$ cat src/rtl/cond_pkg.sv
// Condition-code encodings, flag bit positions and the packed flag type
// shared by the flag unit and its condition decoder.
package cond_pkg;

  // Bit positions inside flags_t, packed as {V, Z, N, C}.
  localparam int FLAG_V = 3;
  localparam int FLAG_Z = 2;
  localparam int FLAG_N = 1;
  localparam int FLAG_C = 0;

  typedef logic [3:0] flags_t;

  localparam logic [3:0] COND_EQ = 4'h0;
  localparam logic [3:0] COND_NE = 4'h1;
  localparam logic [3:0] COND_CS = 4'h2;
  localparam logic [3:0] COND_CC = 4'h3;
  localparam logic [3:0] COND_MI = 4'h4;
  localparam logic [3:0] COND_PL = 4'h5;
  localparam logic [3:0] COND_VS = 4'h6;
  localparam logic [3:0] COND_VC = 4'h7;
  localparam logic [3:0] COND_HI = 4'h8;
  localparam logic [3:0] COND_LS = 4'h9;
  localparam logic [3:0] COND_GE = 4'hA;
  localparam logic [3:0] COND_LT = 4'hB;
  localparam logic [3:0] COND_GT = 4'hC;
  localparam logic [3:0] COND_LE = 4'hD;
  localparam logic [3:0] COND_AL = 4'hE;
  localparam logic [3:0] COND_NV = 4'hF;

  function automatic flags_t pack_flags(input logic v, input logic z,
                                        input logic n, input logic c);
    flags_t f;
    f         = '0;
    f[FLAG_V] = v;
    f[FLAG_Z] = z;
    f[FLAG_N] = n;
    f[FLAG_C] = c;
    return f;
  endfunction

endpackage

$ cat src/rtl/cond_eval.sv
// Purely combinational ARM-style condition decoder: evaluates a condition
// code against a packed {V,Z,N,C} flag word.
module cond_eval
  import cond_pkg::*;
#(
  parameter int COND_W = 4
) (
  input  logic [COND_W-1:0] cond,
  input  flags_t            flags,
  output logic              true
);

  logic [3:0] code;
  logic       v, z, n, c;

  always_comb begin
    // Only the low four bits carry an encoding; narrower fields zero-extend.
    code = 4'(cond);
    v    = flags[FLAG_V];
    z    = flags[FLAG_Z];
    n    = flags[FLAG_N];
    c    = flags[FLAG_C];
  end

  always_comb begin
    true = 1'b0;
    case (code)
      COND_EQ: true = z;
      COND_NE: true = !z;
      COND_CS: true = c;
      COND_CC: true = !c;
      COND_MI: true = n;
      COND_PL: true = !n;
      COND_VS: true = v;
      COND_VC: true = !v;
      COND_HI: true = c && !z;
      COND_LS: true = !c || z;
      COND_GE: true = (n == v);
      COND_LT: true = (n != v);
      COND_GT: true = !z && (n == v);
      COND_LE: true = z || (n != v);
      COND_AL: true = 1'b1;
      COND_NV: true = 1'b0;
      default: true = 1'b0;
    endcase
  end

endmodule

$ cat src/rtl/cond_flag_unit.sv
// Flag register with one-deep shadow and a registered condition evaluator (latency 1).
// Define COND_FLAG_BYPASS_EN to evaluate against the flags being written this edge.
module cond_flag_unit
  import cond_pkg::*;
#(
  parameter int COND_W = 4
) (
  input  logic              clk,
  input  logic              reset,
  input  logic              alu_v,
  input  logic              alu_z,
  input  logic              alu_n,
  input  logic              alu_c,
  input  logic              upd_valid,
  input  logic              s_bit,
  input  logic              save,
  input  logic              restore,
  input  logic              cond_req,
  input  logic [COND_W-1:0] cond,
  output logic              vin,
  output logic              zin,
  output logic              nin,
  output logic              cin,
  output logic              cond_valid,
  output logic              cond_true
);

  flags_t flags_q, flags_d;
  flags_t shadow_q, shadow_d;
  logic   cond_valid_q, cond_valid_d;
  logic   cond_true_q, cond_true_d;

  flags_t alu_flags;
  flags_t flags_nxt;
  flags_t eval_flags;
  logic   eval_true;

  // Restore wins over a retiring update; save always captures the pre-edge
  // flags, so save+restore together swaps the two registers.
  always_comb begin
    alu_flags = pack_flags(alu_v, alu_z, alu_n, alu_c);
    flags_nxt = flags_q;
    if (restore) begin
      flags_nxt = shadow_q;
    end else if (upd_valid && s_bit) begin
      flags_nxt = alu_flags;
    end
  end

`ifdef COND_FLAG_BYPASS_EN
  assign eval_flags = flags_nxt;
`else
  assign eval_flags = flags_q;
`endif

  cond_eval #(
    .COND_W(COND_W)
  ) u_cond_eval (
    .cond  (cond),
    .flags (eval_flags),
    .true  (eval_true)
  );

  always_comb begin
    flags_d      = flags_nxt;
    shadow_d     = save ? flags_q : shadow_q;
    cond_valid_d = cond_req;
    cond_true_d  = cond_req ? eval_true : cond_true_q;
    if (reset) begin
      flags_d      = '0;
      shadow_d     = '0;
      cond_valid_d = 1'b0;
      cond_true_d  = 1'b0;
    end
  end

  always_ff @(posedge clk) begin
    flags_q      <= flags_d;
    shadow_q     <= shadow_d;
    cond_valid_q <= cond_valid_d;
    cond_true_q  <= cond_true_d;
  end

  assign vin        = flags_q[FLAG_V];
  assign zin        = flags_q[FLAG_Z];
  assign nin        = flags_q[FLAG_N];
  assign cin        = flags_q[FLAG_C];
  assign cond_valid = cond_valid_q;
  assign cond_true  = cond_true_q;

endmodule

$ cat config.mk
export PLATFORM = sky130hd
export DESIGN_NAME = cond_flag_unit
export DESIGN_NICKNAME = d
export VERILOG_FILES = /design/src/rtl/cond_pkg.sv /design/src/rtl/cond_eval.sv /design/src/rtl/cond_flag_unit.sv
export SDC_FILE = /design/constraint.sdc
export NUM_CORES = 1
export LEC_CHECK = 0
export ABC_AREA = 1
export CORE_MARGIN = 4
export CORE_UTILIZATION = 43
export DETAILED_ROUTE_END_ITERATION = 12
export PLACE_DENSITY = 0.77
export SETUP_SLACK_MARGIN = 0.2
export SKIP_LAST_GASP = 1
export SYNTH_ARGS = -nofsm -noshare
export SYNTH_HDL_FRONTEND = slang
export SYNTH_HIERARCHICAL = 1
export SYNTH_SLANG_ARGS = --single-unit
$ cat constraint.sdc
create_clock -name clk -period 1.42 [get_ports clk]
set_input_delay 0.284 -clock clk [delete_from_list [all_inputs] [get_ports clk]]
set_output_delay 0.284 -clock clk [all_outputs]
set_load 0.005 [all_outputs]
==> impl_metrics.ini <==
[finish]
syn_to_final_growth_pct = 52.6
drive_gt1_frac = 0.194
antennaDiodeCount = 0
layout_commonest_cell = nand2_1
final_cell_mix = nand2_1, nand3_1, nor2_1, clkdlybuf4s50_1, inv_1
final_util = 0.703
final_cell_area_um2 = 926
fill_cells = 115
nets = 150

[clock_network]
postCtsHoldBufs = 0
clkTransAtPathRegs_ps = 70
clock_sinks = 10
cts_made_buffers = 3
cts-htree-levels = 1
ctsRootBufferMaster = clkbuf_4
clk_latency_ps = 270
cts_max_path_buffers = 2
tritoncts = done

[sta]
finalMaxSlewViolations = 0
finalSetupViolations = 0
grt_setup_unrepaired = yes
min_period_over_period = 0.966
fmax_ghz = 0.729
relSlewSlack = 0.779
clock-skew-final_ps = 2.58
tightest_slew_ps = 332
finalCriticalPeriod_ps = 1370
finalHoldViolCount = 0

[setup_path]
crit_type = input port to flip-flop
timing.rr.end = cond_true
worstRegToRegCells = 12
cp_max_fo = 3
r2r_start = eval_flags[3]
critPathCaptureType = flip-flop
crit_required_ps = 1610
r2r_slack_ps = 90
cp-start-kind = input port
cp.arrival_ps = 1570

[yosys]
yosysTopAreaCellShare = 0.330
ys_ff_latch = 10
synthesis.nets = 119
synth.distinct_cells = 12
yosys_warnings = 6
yosysSeqAreaShare = 0.330
synth_top_area_cell = dfxtp_1
syn_area_per_cell_um2 = 5.83
synth_area_um2 = 607
yosys-top-cells-area = dfxtp_1, nand2_1, nand3_1
syn_inst = 104

[detailed_routing]
routed.top_layer = met4
detail-route-antenna-nets = 0
drtIter0Drc = 20
num_vias = 754
drt_wl_total_mm = 1.65
route.met2.wl_um = 833
wire_per_inst_um = 11.0
dr_wl_met3_um = 110
dr.pass1.iters = 4
drt-met1-wl_um = 642
route.detailed.drc = 0
viasPerCell = 5.06

[die]
die-area_um2 = 2080
rows = 13
io_pins = 21
die_w_um = 45.6
die_height_um = 45.6
start_util = 0.461
coreArea_um2 = 1320

[run]
max_cap_violations = 0

[min_path]
holdPathEnd = shadow_q[1]
holdPathStages = 2
holdCritPathClass = flip-flop to flip-flop
hold_start = shadow_q[1]

[power_and_ir_drop]
ir_worst_vdd_mv = 0.594
power_density_nw_per_um2 = 853
finalPower_w = 0.000789
leakage_nw = 0.479

[run_status]
status = finished clean

[grt]
grt_max_degree = 10
antenna_found_initial = 0
grt_pass1_wl_mm = 2.52
grt-ovfl-total = 0
grt_pass1_vias = 651
grt_usage = 0.169

[placed_design]
hpwlAfterDp_mm = 1.18
gp_congestion = 0.910
dpl_cell_area_um2 = 841
io_buffers = 20
==> synth_stat cells <==
library cell / count
nor2_1: 13
nand3_2: 1
o21ai_0: 6
a21oi_1: 6
dfxtp_1: 10
o211ai_1: 2
o21ai_1: 2
inv_1: 11
nand3_1: 12
inv_2: 4
nand2_1: 34
nor2_2: 3
==> where the power goes <==
part	switching, W	internal (W)
sequential	0.0000104	0.000302
clock	0.000101	0.000156
combinational	0.000113	0.000106
total	0.000225	0.000565
==> cell type report <==
| cell class | instances | area, um2 | share of cell area |
|---|---|---|---|
| repair buffers | 26 | 243 | 0.262 |
| flip-flops and latches | 10 | 211 | 0.228 |
| clock buffers | 4 | 36.3 | 0.0392 |
| multi-input cells | 79 | 360 | 0.389 |
| well taps | 15 | 18.8 | 0.0203 |
| inverters | 15 | 56.3 | 0.0608 |
==> per-layer routing <==
metal / vias up / track usage
met3: 10 / 0.0356
li1: 388 / -
met1: 325 / 0.186
met4: 0 / 0.140
met2: 31 / 0.273
met5: - / 0
==> flip-flops by register name, indices dropped and copies added, names as in the netlist <==
register    cells
cond_true       1
cond_valid      1
shadow_q        4
eval_flags      4
==> cell families (layout without fill, tap and decap cells) <==
family,count (synthesis),count (layout),synth area share
and+or+nand+nor,63,63,0.437
AOI/OAI and AO/OA,16,16,0.140
buffers and inverters,15,45,0.0928
DFF,10,10,0.330
==> critical path: stages <==
cell	delay (ps)
clkdlybuf4s50_1	450
nor2_1	220
o21ai_1	120
a21oi_1	180
nor2_2	70
nand3_2	60
nor2_1	50
nor2_1	130
==> metrics by stage <==
step	instances	setup TNS (ps)	hold WS, ps	setup WS (ps)
3_5_place_dp	141	-296	516	-296
4_1_cts	149	0	528	28.1
6_report	149	0	522	48.2
2_1_floorplan	104	0	356	251
5_1_grt	149	-18.9	545	-18.9
3_3_place_gp	141	-225	509	-225
==> timing repair <==
action	CTS	global route
setup endpoints to repair	7	2
resized for setup	17	3
buffers inserted	4	0
==> worst max-delay path by stage <==
stage                  startpoint        end
floorplan           eval_flags[3]  cond_true
global placement          cond[0]  cond_true
detailed placement        cond[0]  cond_true
CTS                 eval_flags[3]        vin
global route              cond[3]  cond_true
finish                    cond[2]  cond_true
Power figures use the tool's default switching activity.
